--- config.mk ---
export PLATFORM = sky130hd
export DESIGN_NAME = booth_multiplier
export DESIGN_NICKNAME = d
export VERILOG_FILES = /design/src/rtl/booth_pkg.sv /design/src/rtl/booth_multiplier_recoder.sv /design/src/rtl/booth_multiplier.sv
export SDC_FILE = /design/constraint.sdc
export NUM_CORES = 1
export LEC_CHECK = 0
export CAP_MARGIN = 20
export CELL_PAD_IN_SITES_DETAIL_PLACEMENT = 1
export CELL_PAD_IN_SITES_GLOBAL_PLACEMENT = 1
export CORE_MARGIN = 1
export CORE_UTILIZATION = 44
export DETAILED_ROUTE_END_ITERATION = 10
export PLACE_DENSITY_LB_ADDON = 0.25
export SYNTH_ARGS = -nofsm -noshare
export SYNTH_HDL_FRONTEND = slang
export SYNTH_SLANG_ARGS = --single-unit
--- constraint.sdc ---
create_clock -name clk -period 6.4 [get_ports clk]
set_input_delay 0.64 -clock clk [delete_from_list [all_inputs] [get_ports clk]]
set_output_delay 0.64 -clock clk [all_outputs]
set_load 0.03 [all_outputs]
--- src/rtl/booth_pkg.sv ---
// Shared widths, step counts, FSM states and Booth recoding for booth_multiplier.
// Define BOOTH_RADIX4_EN to select radix-4 modified Booth (8 steps) instead of radix-2 (16 steps).
package booth_pkg;

  localparam int OP_W     = 16;
  localparam int PROD_W   = 32;
  localparam int STEPS_R2 = 16;
  localparam int STEPS_R4 = 8;

`ifdef BOOTH_RADIX4_EN
  localparam int NUM_STEPS = STEPS_R4;
  localparam int GRP_W     = 3;
  localparam int ACC_W     = 18;
  localparam int SHIFT     = 2;
`else
  localparam int NUM_STEPS = STEPS_R2;
  localparam int GRP_W     = 2;
  localparam int ACC_W     = 17;
  localparam int SHIFT     = 1;
`endif

  typedef enum logic [1:0] {IDLE, RUN, DONE} state_t;

  // Returns the Booth digit as a 3-bit two's-complement value in -2..+2.
  function automatic logic [2:0] booth_recode(input logic [GRP_W-1:0] grp);
    logic [2:0] digit;
    digit = 3'b000;
`ifdef BOOTH_RADIX4_EN
    case (grp)
      3'b001, 3'b010: digit = 3'b001;
      3'b011:         digit = 3'b010;
      3'b100:         digit = 3'b110;
      3'b101, 3'b110: digit = 3'b111;
      default:        digit = 3'b000;
    endcase
`else
    case (grp)
      2'b01:   digit = 3'b001;
      2'b10:   digit = 3'b111;
      default: digit = 3'b000;
    endcase
`endif
    return digit;
  endfunction

endpackage

--- src/rtl/booth_multiplier_recoder.sv ---
// Combinational Booth recoder: maps a multiplier bit group and the multiplicand
// to the signed addend applied to the accumulator this step.
module booth_recoder
  import booth_pkg::*;
(
  input  logic [GRP_W-1:0] grp,
  input  logic [OP_W-1:0]  m,
  output logic [ACC_W-1:0] addend
);

  logic [2:0]       digit;
  logic [ACC_W-1:0] m_ext;

  always_comb begin
    digit  = booth_recode(grp);
    m_ext  = {{(ACC_W-OP_W){m[OP_W-1]}}, m};
    addend = '0;
    case (digit)
      3'b001:  addend = m_ext;
      3'b111:  addend = -m_ext;
      3'b010:  addend = m_ext << 1;
      3'b110:  addend = -(m_ext << 1);
      default: addend = '0;
    endcase
  end

endmodule

--- src/rtl/booth_multiplier.sv ---
// Sequential signed 16x16 Booth multiplier: ld captures operands, ld_PP starts the
// iteration, one Booth step per clock. BOOTH_RADIX4_EN selects radix-4 (8 steps).
module booth_multiplier
  import booth_pkg::*;
(
  input  logic              clk,
  input  logic              reset,
  input  logic [OP_W-1:0]   in_A,
  input  logic [OP_W-1:0]   in_B,
  input  logic              ld,
  input  logic              ld_PP,
  output logic [PROD_W-1:0] product
);

  state_t              state_q, state_d;
  logic [OP_W-1:0]     m_q, m_d;
  logic [OP_W-1:0]     b_q, b_d;
  logic [OP_W-1:0]     q_q, q_d;
  logic [ACC_W-1:0]    acc_q, acc_d;
  logic                q1_q, q1_d;
  logic [4:0]          count_q, count_d;
  logic [PROD_W-1:0]   product_q, product_d;

  logic [GRP_W-1:0]    grp;
  logic [ACC_W-1:0]    addend;
  logic [ACC_W-1:0]    sum;
  logic [ACC_W+OP_W:0] shifted;
  logic                last_step;
  logic                start;

  assign grp       = {q_q[GRP_W-2:0], q1_q};
  assign sum       = acc_q + addend;
  // Arithmetic shift of the whole {ACC,Q,Q_1} chain keeps the ACC sign.
  assign shifted   = $signed({sum, q_q, q1_q}) >>> SHIFT;
  assign last_step = (count_q == 5'(NUM_STEPS - 1));
  assign start     = ld_PP && !ld && (state_q != RUN);
  assign product   = product_q;

  booth_recoder u_recoder (
    .grp    (grp),
    .m      (m_q),
    .addend (addend)
  );

  always_ff @(posedge clk) begin
    if (reset) state_q <= IDLE;
    else       state_q <= state_d;
  end

  always_comb begin
    state_d = state_q;
    if (ld) begin
      state_d = IDLE;
    end else begin
      case (state_q)
        IDLE, DONE: if (ld_PP) state_d = RUN;
        RUN:        if (last_step) state_d = DONE;
        default:    state_d = IDLE;
      endcase
    end
  end

  always_comb begin
    m_d       = m_q;
    b_d       = b_q;
    q_d       = q_q;
    acc_d     = acc_q;
    q1_d      = q1_q;
    count_d   = count_q;
    product_d = product_q;
    if (ld) begin
      m_d       = in_A;
      b_d       = in_B;
      product_d = '0;
    end else if (start) begin
      acc_d   = '0;
      q_d     = b_q;
      q1_d    = 1'b0;
      count_d = '0;
    end else if (state_q == RUN) begin
      acc_d   = shifted[ACC_W+OP_W:OP_W+1];
      q_d     = shifted[OP_W:1];
      q1_d    = shifted[0];
      count_d = count_q + 5'd1;
      if (last_step) product_d = {acc_d[OP_W-1:0], q_d};
    end
  end

  always_ff @(posedge clk) begin
    if (reset) begin
      m_q       <= '0;
      b_q       <= '0;
      q_q       <= '0;
      acc_q     <= '0;
      q1_q      <= 1'b0;
      count_q   <= '0;
      product_q <= '0;
    end else begin
      m_q       <= m_d;
      b_q       <= b_d;
      q_q       <= q_d;
      acc_q     <= acc_d;
      q1_q      <= q1_d;
      count_q   <= count_d;
      product_q <= product_d;
    end
  end

endmodule

==> results of run 1 <==
[cells by family after synthesis]
| kind of cell | Yosys count |
|---|---|
| xor+xnor | 15 |
| simple gates | 249 |
| compound gates | 127 |
| fa+ha+maj | 23 |
| flops | 104 |
| buf+inv | 45 |
| mux | 34 |
[layer usage]
layer	share of wire	GRT usage	routed length, um
met1	0.45	0.313	6370
met2	0.49	0.415	6870
met3	0.041	0.0574	577
met4	0.014	0.0685	200
met5	0	0	0
[how the worst min path moves through the flow]
stage,start,endpoint,cells past startpoint
finish,product[13],product[13],2
global route,product[25],product[25],2
CTS,product[25],product[25],2
detailed placement,product[13],product[13],2
global placement,product[2],product[2],2
floorplan,acc_q[12],acc_q[12],1
[state kept, by name, indices dropped and copies added, names as in the netlist]
signal	count
m_q	16
q_q	16
b_q	16
acc_q	16
count_q	5
q1_q	1
state_q	2
product	32
[synth_stat cells, drive strengths merged, types with 6 or more instances]
| cell | number |
|---|---|
| o21ai | 11 |
| a22oi | 14 |
| dfxtp | 104 |
| nand3 | 7 |
| a21oi | 53 |
| ha | 22 |
| nor2 | 94 |
| xor2 | 10 |
| inv | 9 |
| nor4 | 6 |
| clkbuf | 29 |
| nor2b | 7 |
| a222oi | 15 |
| buf | 7 |
| nor3 | 15 |
| nand2 | 88 |
| and3 | 7 |
| mux2i | 34 |
[per-stage QoR]
| step | setup WS (ns) | util | cells | area (um^2) | total power (W) |
|---|---|---|---|---|---|
| final | 2.43 | 0.563 | 792 | 6180 | 0.00147 |
| after global routing | 2.18 | 0.563 | 792 | 6180 | 0.00151 |
| after CTS | 2.42 | 0.560 | 791 | 6150 | 0.00148 |
| after detailed placement | 2.44 | 0.527 | 775 | 5790 | 0.000804 |
| after global placement | 2.62 | 0.526 | 774 | 5770 | 0.000797 |
| after floorplan | 2.96 | - | 597 | 5030 | 0.000759 |
[power by group through the flow]
stage | sequential (W) | combinational (W) | clock [W]
after floorplan | 0.000688 | 0.0000709 | 0
after global placement | 0.000693 | 0.000105 | 0
after detailed placement | 0.000694 | 0.000110 | 0
after CTS | 0.000679 | 0.000112 | 0.000691
after global routing | 0.000681 | 0.000124 | 0.000707
final | 0.000679 | 0.000114 | 0.000675
[worst reg2reg max path, cell delays in order, from the launching register on]
cell and delay (ns):
dfxtp_1 0.34, inv_1 0.08, ha_1 0.22, or3b_4 0.43, nor4b_4 0.33, nand2_2 0.13, nor3_4 0.20, nand3_1 0.12
a311oi_1 0.44, ha_1 0.36, and3_1 0.23, a2111oi_0 0.42, a21oi_1 0.14, xor2_1 0.19, a22oi_1 0.14, nor2_1 0.06
[cell type report]
cell class / instances / area, um^2 / share of cell area
Clock inverter: 7 / 141 / 0.0229
Inverter: 9 / 33.8 / 0.00547
Clock buffer: 9 / 225 / 0.0364
Timing Repair Buffer: 75 / 744 / 0.120
Tap cell: 140 / 175 / 0.0283
Multi-Input combinational cell: 448 / 2780 / 0.449
Sequential cell: 104 / 2080 / 0.337
==> results.tsv, run 1 <==
metric	value	unit
status	completed	
Vias	4528	
Cell Int Power	0.00114	W
WP buf/inv	1	
Async S/R FF share, synth	0	
core box area	11000	um^2
final setup vio count	0	
Area contributors post-synth	dfxtp_1 (41%), nor2_1 (7.0%), mux2i_1 (6.8%)	
Synth Area in Adders	0.0587	
Hold Fails Final Rpt	0	
Max-slew headroom	0.496	
cell family with most CP delay	simple AND/OR/NAND/NOR gates	
WHS	0.455	ns
gpl congestion	0.867	
Unique masters post-synth	55	
n_diodes	0	
DRC errors left	0	
router iterations before antenna repair	7	
Primary FF master, synth	dfxtp_1	
RSZ-0062 raised after global routing	no	
layout cells sized above 1	0.0598	
CP most frequent cell	ha_1	
Compound-Gate Fraction of Synth Area	0.170	
root buffer cell	clkbuf_16	
CP Depth	15	
CTS Hold Bufs	0	
Synth Area in Simple Gates	0.229	
CP Launch Type	flop	
FF-to-FF Start	m_q[1]	
Slew @ Worst Pin	0.754	ns
endpoint class of the critical path	flop	
Final Max Tran Viols	0	
Tcrit/Tclk final	0.620	
Gate power share	0.078	
global route total overflow	0	
crit-path max FO	4	
fillers	1307	
largest family of logic cells by synthesized area	simple AND/OR/NAND/NOR gates	
post-CTS sizing	0	
Largest stage delay, worst path	0.44	ns
row cnt	38	
worst vdd ir	0.242	mV
Crit Path Class	flop to flop	
crit path from	m_q[1]	
post-CTS setup buffers	0	
Post-DRT Antenna Nets	0	
Fin Clk Skew	0.00772	ns
DR iter-0 viols	248	
global-route wire length before repair	22.4	mm
Hold Crit Class	flop to flop	
clock sink count	104	
CTS max path bufs	2	
multiplexer share of the synthesized area	0.0677	
CP arrival	4.19	ns
cell chain of the critical path	inv_1 > ha_1 > or3b_4 > nor4b_4 > nand2_2 > nor3_4 > nand3_1 > a311oi_1 > ha_1 > and3_1 > a2111oi_0 > a21oi_1 > xor2_1 > a22oi_1 > nor2_1	
IO Port Bufs	67	
Pleak	2.43	nW
Power Density	238	nW/um^2
DPL Wire Length	9.88	mm
top cell type by total area after synthesis	dfxtp_1	
switching power	0.000331	W
TritonCTS clock tree	done	
clock power share	0.460	
initial core utilization	0.458	
vias in the first global route	4549	
initial antenna violation count	0	
total CTS buffers	9	
CP endpoint	acc_q[15]	
die height	109	um
final-stage net count	706	
most frequent cells in the layout	dfxtp_1 (104), nor2_1 (94), nand2_1 (87)	
post-synthesis cell count	597	
die width	109	um
Seq/Total Area, Yosys	0.414	
Total Routing Usage GR	0.246	
YS warnings	0	
Worst Reg-to-Reg Cells	15	
xor and xnor area share after synthesis	0.0261	
DR WL/cell	17.7	um
die area	11900	um^2
pin count of the biggest net entering global routing	49	
sequential power share	0.463	
FF-to-FF End	acc_q[15]	
min cycle time layout	3.97	ns
required time worst endpoint	6.63	ns
area growth from synthesis to layout	22.9	%
Max Freq	252	MHz
# Max-Cap Violations	0	
Post-synth EDFFs	0	
Yosys reg bits	104	
Ports	68	
switch share	0.225	
clk slew on worst S/H paths	0.07	ns
TNS Setup	0	ns
share of the synthesized area in the top cell type	0.414	
R2R Setup Slk	2.43	ns
Post-Route WL	14.0	mm
DR vias/cell	5.72	
synthesized area	5030	um^2
Syn Nets	656	
syn_area_per_cell	8.43	um^2
htree depth	3	
most common library cell in the layout ignoring fill and taps	dfxtp_1	
slowest CP cell	a311oi_1	
Worst-Skew Late Latency	0.36	ns
(Power assumes the default switching activity.)
==> run 2, diff against run 1 <==
--- a/config.mk
+++ b/config.mk
@@ -9,7 +9,7 @@
 export CELL_PAD_IN_SITES_DETAIL_PLACEMENT = 1
 export CELL_PAD_IN_SITES_GLOBAL_PLACEMENT = 1
 export CORE_MARGIN = 1
-export CORE_UTILIZATION = 44
+export CORE_UTILIZATION = 37
 export DETAILED_ROUTE_END_ITERATION = 10
 export PLACE_DENSITY_LB_ADDON = 0.25
 export SYNTH_ARGS = -nofsm -noshare
==> constraint.sdc (replaced) <==
create_clock -name clk -period 3.3 [get_ports clk]
set_input_delay 0.33 -clock clk [delete_from_list [all_inputs] [get_ports clk]]
set_output_delay 0.33 -clock clk [all_outputs]
set_load 0.03 [all_outputs]
==> run 2 against run 1 <==
Clock-buffer cell count rose by 1. First-iteration DRC count fell by 0.40%. Utilization fell by 4.6 points. The flow now finishes with violations (setup timing). Critical endpoint is now acc_q[10]. Register-to-register slack got worse by 2.7 ns. Largest cell class unchanged. Worst hold slack improved by 0.0050 ns. Total power rose by 83%. Sequential power rose by 93%. Critical path type unchanged. Highest routed layer unchanged. Fmax rose by 11%.
==> results.tsv, run 2 (synthesized netlist as in run 1, its figures left out) <==
metric	value	unit	change
DPL Wire Length	10.6	mm	+7.6%
Final Max Tran Viols	0		unchanged
area growth from synthesis to layout	36.1	%	
Slew @ Worst Pin	0.842	ns	+0.0878 ns
clk slew on worst S/H paths	0.07	ns	about the same
status	complete, but fails checks		
multi-input logic area	3030	um^2	+9.1%
final setup margin	-0.281	ns	-2.71 ns
CP Launch Type	flop		
final-stage net count	763		+8.1%
Worst-Skew Late Latency	0.36	ns	about the same
fillers	1558		+19%
Post-DRT Antenna Nets	0		unchanged
Hold Crit Class	flop to flop		
endpoint class of the critical path	flop		
Post-Route WL	15.2	mm	+8.2%
placed cell count	861		+11%
CTS max path bufs	2		unchanged
Crit Path Class	flop to flop		
Tcrit/Tclk final	1.09		+0.465
n_diodes	0		unchanged
final setup vio count	14		+14
Power Density	393	nW/um^2	+66%
crit-path max FO	5		+1
die area	14100	um^2	+19%
TNS Setup	-2.30	ns	-2.30 ns
total CTS buffers	9		unchanged
initial antenna violation count	0		unchanged
Pleak	2.75	nW	+13%
DR iter-0 viols	247		-0.40%
Final Instance Count excl. Fillers	884		+12%
required time worst endpoint	3.52	ns	-3.11 ns
layout cells sized above 1	0.194		+0.134
die height	119	um	+8.9%
router iterations before antenna repair	6		-1
slowest CP cell	or3b_4		
Hold Fails Final Rpt	0		unchanged
min cycle time layout	3.58	ns	-0.387 ns
pin count of the biggest net entering global routing	70		+43%
gpl congestion	0.855		-1.3%
clock sink count	104		unchanged
initial core utilization	0.380		-0.0781
# Max-Cap Violations	0		unchanged
Max-slew headroom	0.437		-0.0587
vias in the first global route	5169		+14%
die width	119	um	+8.9%
DR vias/cell	5.49		-4.0%
IO Port Bufs	67		unchanged
TritonCTS clock tree	done		
fin area	6840	um^2	+11%
DP Area	6230	um^2	+7.6%
Vias	4852		+7.2%
Fin Clk Skew	0.00867	ns	+0.000944 ns
Max Freq	279	MHz	+11%
WP buf/inv	3		+2
CP arrival	3.80	ns	-0.39 ns
most frequent cells in the layout	dfxtp_1 (102), nor2_1 (93), nand2_1 (85)		
max reg flops	32		unchanged
core box area	13200	um^2	+21%
DRC errors left	0		unchanged
CP most frequent cell	nor2_1		
global-route wire length before repair	25.0	mm	+11%
Largest stage delay, worst path	0.39	ns	-0.05 ns
global route total overflow	0		unchanged
root buffer cell	clkbuf_16		
cell chain of the critical path	inv_4 > ha_4 > or3b_4 > nor4b_4 > nand2_2 > xor2_1 > a22oi_1 > nor2_1 > ha_1 > and3_4 > a31oi_2 > a21bo_4 > buf_4 > buf_6 > xor2_4 > a22oi_2 > nor2_1		
cell family with most CP delay	simple AND/OR/NAND/NOR gates		
Total Routing Usage GR	0.223		-0.0231
most common library cell in the layout ignoring fill and taps	dfxtp_1		
Reg area	2090	um^2	+0.24%
Ports	68		unchanged
row cnt	42		+11%
RSZ-0062 raised after global routing	yes		
worst vdd ir	0.287	mV	+19%
DR WL/cell	17.2	um	-3.1%
failing checks	setup timing		
htree depth	3		unchanged
run 2: changes by cell type in the layout (fill, tap and decap cells not counted), sizes merged:
cell	change
clkinvlp	-1
bufinv	-3
clkbuf	+1
buf	+57
clkinv	+1
inv	+1
run 2: worst min-delay path, stage by stage (launching register included):
cell and delay [ns]:
dfxtp_1 0.31, nand2_1 0.05, a21oi_1 0.05
run 2: cell type report:
class	count	share of cell area
Clock buffer	10	0.0349
Clock inverter	5	0.00932
Inverter	9	0.00530
Multi-Input combinational cell	448	0.443
Sequential cell	104	0.305
Tap cell	176	0.0322
Timing Repair Buffer	132	0.171
run 2: worst paths after layout:
path	from	endpoint	slack, ns	cells after the start
max	m_q[1]	acc_q[10]	-0.28	17
min	product[25]	product[25]	0.46	2
max reg2reg	m_q[1]	acc_q[10]	-0.28	17
min reg2reg	product[25]	product[25]	0.46	2
run 2: power by group:
part	leakage (nW)	internal [W]	switching, W
registers	0.846	0.00128	0.0000290
clock network	0.151	0.000614	0.000508
logic	1.75	0.000124	0.000136
run 2: repair_timing:
action	4_1_cts	5_1_grt
pin swaps	16	4
buffers inserted	5	4
hold buffers	0	0
endpoints found under the setup margin	16	16
gates resized for setup	19	34
run 2: metal layers:
layer / wire length [um] / track usage / vias to the layer above
li1: - / - / 2331
met1: 6190 / 0.242 / 2379
met2: 8110 / 0.418 / 111
met3: 445 / 0.0376 / 31
met4: 419 / 0.104 / 0
met5: 0 / 0 / -
run 2: metrics by stage:
| step | util | total power [W] | hold slack (ns) | setup slack, ns |
|---|---|---|---|---|
| final | 0.517 | 0.00269 | 0.460 | -0.281 |
| after global routing | 0.517 | 0.00280 | 0.481 | -0.452 |
| after CTS | 0.503 | 0.00272 | 0.462 | -0.201 |
| after detailed placement | 0.470 | 0.00159 | 0.449 | -0.359 |
| after global placement | 0.470 | 0.00158 | 0.444 | -0.274 |
| after floorplan | - | 0.00148 | 0.442 | -0.0146 |
